**src/rtl/mac_4_bit.sv**
```systemverilog
// mac_4_bit: unsigned 4-bit multiply-accumulate.
// Each rising clk edge adds i*j to a 9-bit accumulator. The sum wraps
// modulo 512 and there is no overflow flag. The multiply-add path is
// combinational, so there are no pipeline stages.
//
// Ports:
//   clk  system clock, rising edge
//   rst  asynchronous active-low clear of the accumulator
//   i    4-bit unsigned multiplicand
//   j    4-bit unsigned multiplier
//   f    9-bit accumulator, driven straight from the register
module mac_4_bit (
  input  logic       clk,
  input  logic       rst,
  input  logic [3:0] i,
  input  logic [3:0] j,
  output logic [8:0] f
);

  // Adder cells return {carry, sum}.
  function automatic logic [1:0] ha(input logic a, input logic b);
    return {a & b, a ^ b};
  endfunction

  function automatic logic [1:0] fa(input logic a, input logic b, input logic cin);
    return {(a & b) | (cin & (a ^ b)), a ^ b ^ cin};
  endfunction

  logic [3:0][3:0] pp;
  logic [3:0]      upper;
  logic [3:0]      row_sum;
  logic            mul_carry;
  logic [1:0]      mul_cell;
  logic [7:0]      prod;

  // Array multiplier. Row r adds partial product r to the upper four bits
  // of the running sum. The row's bit 0 is final and becomes prod[r].
  always_comb begin
    pp        = '0;
    upper     = '0;
    row_sum   = '0;
    mul_carry = 1'b0;
    mul_cell  = '0;
    prod      = '0;
    for (int r = 0; r < 4; r++) begin
      for (int c = 0; c < 4; c++) begin
        pp[r][c] = i[c] & j[r];
      end
    end
    prod[0] = pp[0][0];
    upper   = {1'b0, pp[0][3:1]};
    for (int r = 1; r < 4; r++) begin
      mul_cell   = ha(upper[0], pp[r][0]);
      row_sum[0] = mul_cell[0];
      mul_carry  = mul_cell[1];
      for (int c = 1; c < 4; c++) begin
        mul_cell   = fa(upper[c], pp[r][c], mul_carry);
        row_sum[c] = mul_cell[0];
        mul_carry  = mul_cell[1];
      end
      prod[r] = row_sum[0];
      upper   = {mul_carry, row_sum[3:1]};
    end
    prod[7:4] = upper;
  end

  logic [8:0] addend;
  logic [8:0] f_next;
  logic       add_carry;
  logic [1:0] add_cell;

  // 9-bit ripple-carry accumulate. The final carry-out is dropped, so the
  // sum wraps modulo 512.
  always_comb begin
    addend    = {1'b0, prod};
    f_next    = '0;
    add_carry = 1'b0;
    add_cell  = '0;
    add_cell  = ha(f[0], addend[0]);
    f_next[0] = add_cell[0];
    add_carry = add_cell[1];
    for (int b = 1; b < 9; b++) begin
      add_cell  = fa(f[b], addend[b], add_carry);
      f_next[b] = add_cell[0];
      add_carry = add_cell[1];
    end
  end

  always_ff @(posedge clk or negedge rst) begin
    if (!rst) begin
      f <= '0;
    end else begin
      f <= f_next;
    end
  end

endmodule

```
**config.mk**
```make
export PLATFORM = sky130hd
export DESIGN_NAME = mac_4_bit
export DESIGN_NICKNAME = d
export VERILOG_FILES = /design/src/rtl/mac_4_bit.sv
export SDC_FILE = /design/constraint.sdc
export NUM_CORES = 1
export LEC_CHECK = 0
export BUFFER_PORTS_ARGS = -buffer_cell sky130_fd_sc_hd__buf_2
export CAP_MARGIN = 20
export CELL_PAD_IN_SITES_DETAIL_PLACEMENT = 2
export CELL_PAD_IN_SITES_GLOBAL_PLACEMENT = 2
export CORE_MARGIN = 2
export CORE_UTILIZATION = 31
export CTS_BUF_LIST = sky130_fd_sc_hd__clkbuf_4
export DETAILED_ROUTE_END_ITERATION = 6
export PLACE_DENSITY = 0.88
export SETUP_SLACK_MARGIN = 0.05
export SYNTH_ARGS = -nofsm -noshare
export SYNTH_HDL_FRONTEND = slang
export SYNTH_SLANG_ARGS = --single-unit
export TNS_END_PERCENT = 10
```
**constraint.sdc**
```tcl
create_clock -name clk -period 2.84 [get_ports clk]
set_input_delay 0 -clock clk [delete_from_list [all_inputs] [get_ports clk]]
set_output_delay 0 -clock clk [all_outputs]
set_load 0.01 [all_outputs]
```
==> out/results.ini <==
[grt]
globalRouteOverflowTotal = 0
grt_start_max_net_pins = 10
grt_pass1_wl_um = 3125
grt_antenna_before_repair = 0
grt_pass1_vias = 678
grt_usage = 0.1613

[setup_path]
cp_max_fo = 3
crit_type = in2reg
start_kind = input pin
crit_arrival_ns = 4.22
r2r-start = f[0]$_DFF_PN0_
critPathRequiredTime_ns = 2.97
r2r-end = f[7]$_DFF_PN0_
cp-end-kind = flip-flop
r2r_slack_ns = -0.48
worstRegToRegCells = 12

[finish]
regMostFlops = f
num-fill-cells = 276
area_growth_pct = 37.12
multiInputGateArea_um2 = 499.2
num_antenna_cells = 0
drive_above_1_share = 0.4857
instances_no_fill = 135
largest_reg_flops = 9
reg.largest.list = f (9)
register_area_um2 = 225.2
fin_nets = 136

[route]
viasPerCell = 4.178
vias = 564
drtPass1Iterations = 4
drt_wl_total_um = 1865
postRouteAntennaNets = 0
drc = 0
drt_iter0_markers = 2
wire_per_inst_um = 13.81

[cts]
tritoncts = done
clock_path_buffers = 2
clkTransAtPathRegs_ns = 0.06
clk_latency_ns = 0.26
numClockSinks = 9
clockRootBuffer = clkbuf_4
cts_htree_levels = 1
numCtsBuffers = 3

[pwr]
p_int_mw = 0.4942
ir_drop_mv = 0.3695
switchingPower_mw = 0.3506
p_seq_frac = 0.291
power.density_mw_per_mm2 = 777.9
p_comb_frac = 0.579
switching_share = 0.4150
pwr-share-clk = 0.129
leakagePower_nw = 0.5734

[floorplanning]
dieArea_mm2 = 0.002975
row_count = 18
start_util = 0.3226
die_x_um = 54.55
die_y_um = 54.55
ioPinCount = 19
core_mm2 = 0.002455

[flow_run]
maxCapViolCount = 0

[placement]
dpl.cell_count = 130
port_buffers = 18
detailed_place_hpwl_um = 1683
gp_congestion = 0.7340
pre_cts_ws_ns = -1.679

[timing]
whs_ns = 0.1271
rsz0062_at_grt = true
setup_slack_ns = -1.245
slew_headroom = 0.8550
final-setup-viol-count = 5
final.min_clock_period_ns = 4.085
max_slew.worst_pin.slew_ns = 0.2175
clock_skew_ns = 0.002694
slew_violations = 0
max_freq_ghz = 0.2448
period_share = 1.438
hold_viol_final = 0

[logic_synthesis]
synth_nets = 104
netlist_area_um2 = 792.0
synth_mux_area_frac = 0
synth-compound-area-share = 0
synth_seq_cells = 9
yosysSeqAreaShare = 0.2844
syn_avg_cell_area_um2 = 10.70
synthAdderAreaFrac = 0.4581
yosysUniqueCellTypes = 7
synth_top_area_frac = 0.3791
synth_top_family_by_area = adder cells
yosys_warnings = 0
synthTopCellsByArea = fa_1, dfrtp_1, inv_1, and2_1, ha_1
synthXorXnorAreaFrac = 0.01106
synthCells = 74
synth-simple-area-share = 0.1137
yosysTopAreaCell = fa_1

[run_status]
failed_checks = setup timing
status = finished with violations

[min_path]
min-delay-path-class = in2async

-- area by class of cell --
cell class | count | share of cell area
inverters | 28 | 0.09677
clock buffers | 4 | 0.02765
repair buffers | 27 | 0.1740
well taps | 30 | 0.03456
multi-input cells | 37 | 0.4597
flip-flops and latches | 9 | 0.2074
-- cell families (layout without fill, tap and decap cells) --
family / count (synthesis) / in the layout
adders and majority gates: 20 / 20
and+or+nand+nor: 16 / 16
xor gates and xnor gates: 1 / 1
buffers and inverters: 28 / 59
DFF: 9 / 9
-- layout by cell type, fill, tap and decap left out, types with 2 or more instances in the layout --
cell type / n
buf_6: 3
clkbuf_4: 4
fa_1: 7
inv_1: 18
buf_4: 8
buf_2: 14
ha_1: 4
and2_4: 2
inv_2: 10
nand2_1: 4
dfrtp_1: 9
fa_2: 8
and2_1: 10
-- worst max-delay path by stage --
stage / startpoint / end / slack (ns) / cells past startpoint
6_report: i[1] / f[7]$_DFF_PN0_ / -1.24 / 16
5_1_grt: i[0] / f[7]$_DFF_PN0_ / -1.32 / 16
4_1_cts: i[1] / f[7]$_DFF_PN0_ / -1.31 / 16
3_5_place_dp: i[1] / f[7]$_DFF_PN0_ / -1.68 / 16
3_3_place_gp: i[0] / f[7]$_DFF_PN0_ / -1.47 / 16
2_1_floorplan: i[0] / f[7]$_DFF_PN0_ / -1.30 / 15
-- critical path, cell delays in order --
cell and delay [ns]:
buf_8 0.10, and2_4 0.15, ha_4 0.15, fa_2 0.33, inv_2 0.06, fa_1 0.44, fa_2 0.35, inv_2 0.06
fa_2 0.44, fa_2 0.55, inv_2 0.04, fa_2 0.34, fa_2 0.37, fa_2 0.35, inv_2 0.07, fa_1 0.41
-- cells in the mapped netlist --
master / number
inv_1: 28
fa_1: 15
nand2_1: 4
dfrtp_1: 9
xor2_1: 1
and2_1: 12
ha_1: 5
-- through the flow --
step	cell area [µm²]	utilization	TNS [ns]	total power, mW
final	1086	0.4424	-4.176	0.8448
after global routing	1086	0.4424	-4.530	0.9593
after CTS	1045	0.4256	-4.430	0.8468
after detailed placement	999.7	0.4072	-6.119	0.7252
after global placement	999.7	0.4072	-5.283	0.6440
after floorplan	812.0	-	-4.486	0.5208
-- timing repair --
action,4_1_cts,5_1_grt
setup buffers,0,0
setup endpoints to repair,5,5
hold endpoints to repair,9,0
resized for setup,6,11
hold buffers,1,0
pin swaps,3,0
-- layer usage --
| metal | global-route usage | part of all wire |
|---|---|---|
| met1 | 0.1626 | 0.36 |
| met2 | 0.3112 | 0.58 |
| met5 | 0 | 0 |
| met3 | 0.01639 | 0.028 |
| met4 | 0.1000 | 0.029 |
-- power by group through the flow --
stage / combinational (mW) / clock, mW / sequential [mW]
global route: 0.578 / 0.122 / 0.259
finish: 0.490 / 0.109 / 0.246
detailed placement: 0.472 / 0 / 0.253
CTS: 0.481 / 0.115 / 0.250
global placement: 0.402 / 0 / 0.242
floorplan: 0.243 / 0 / 0.278
Power figures use the tool's default switching activity.
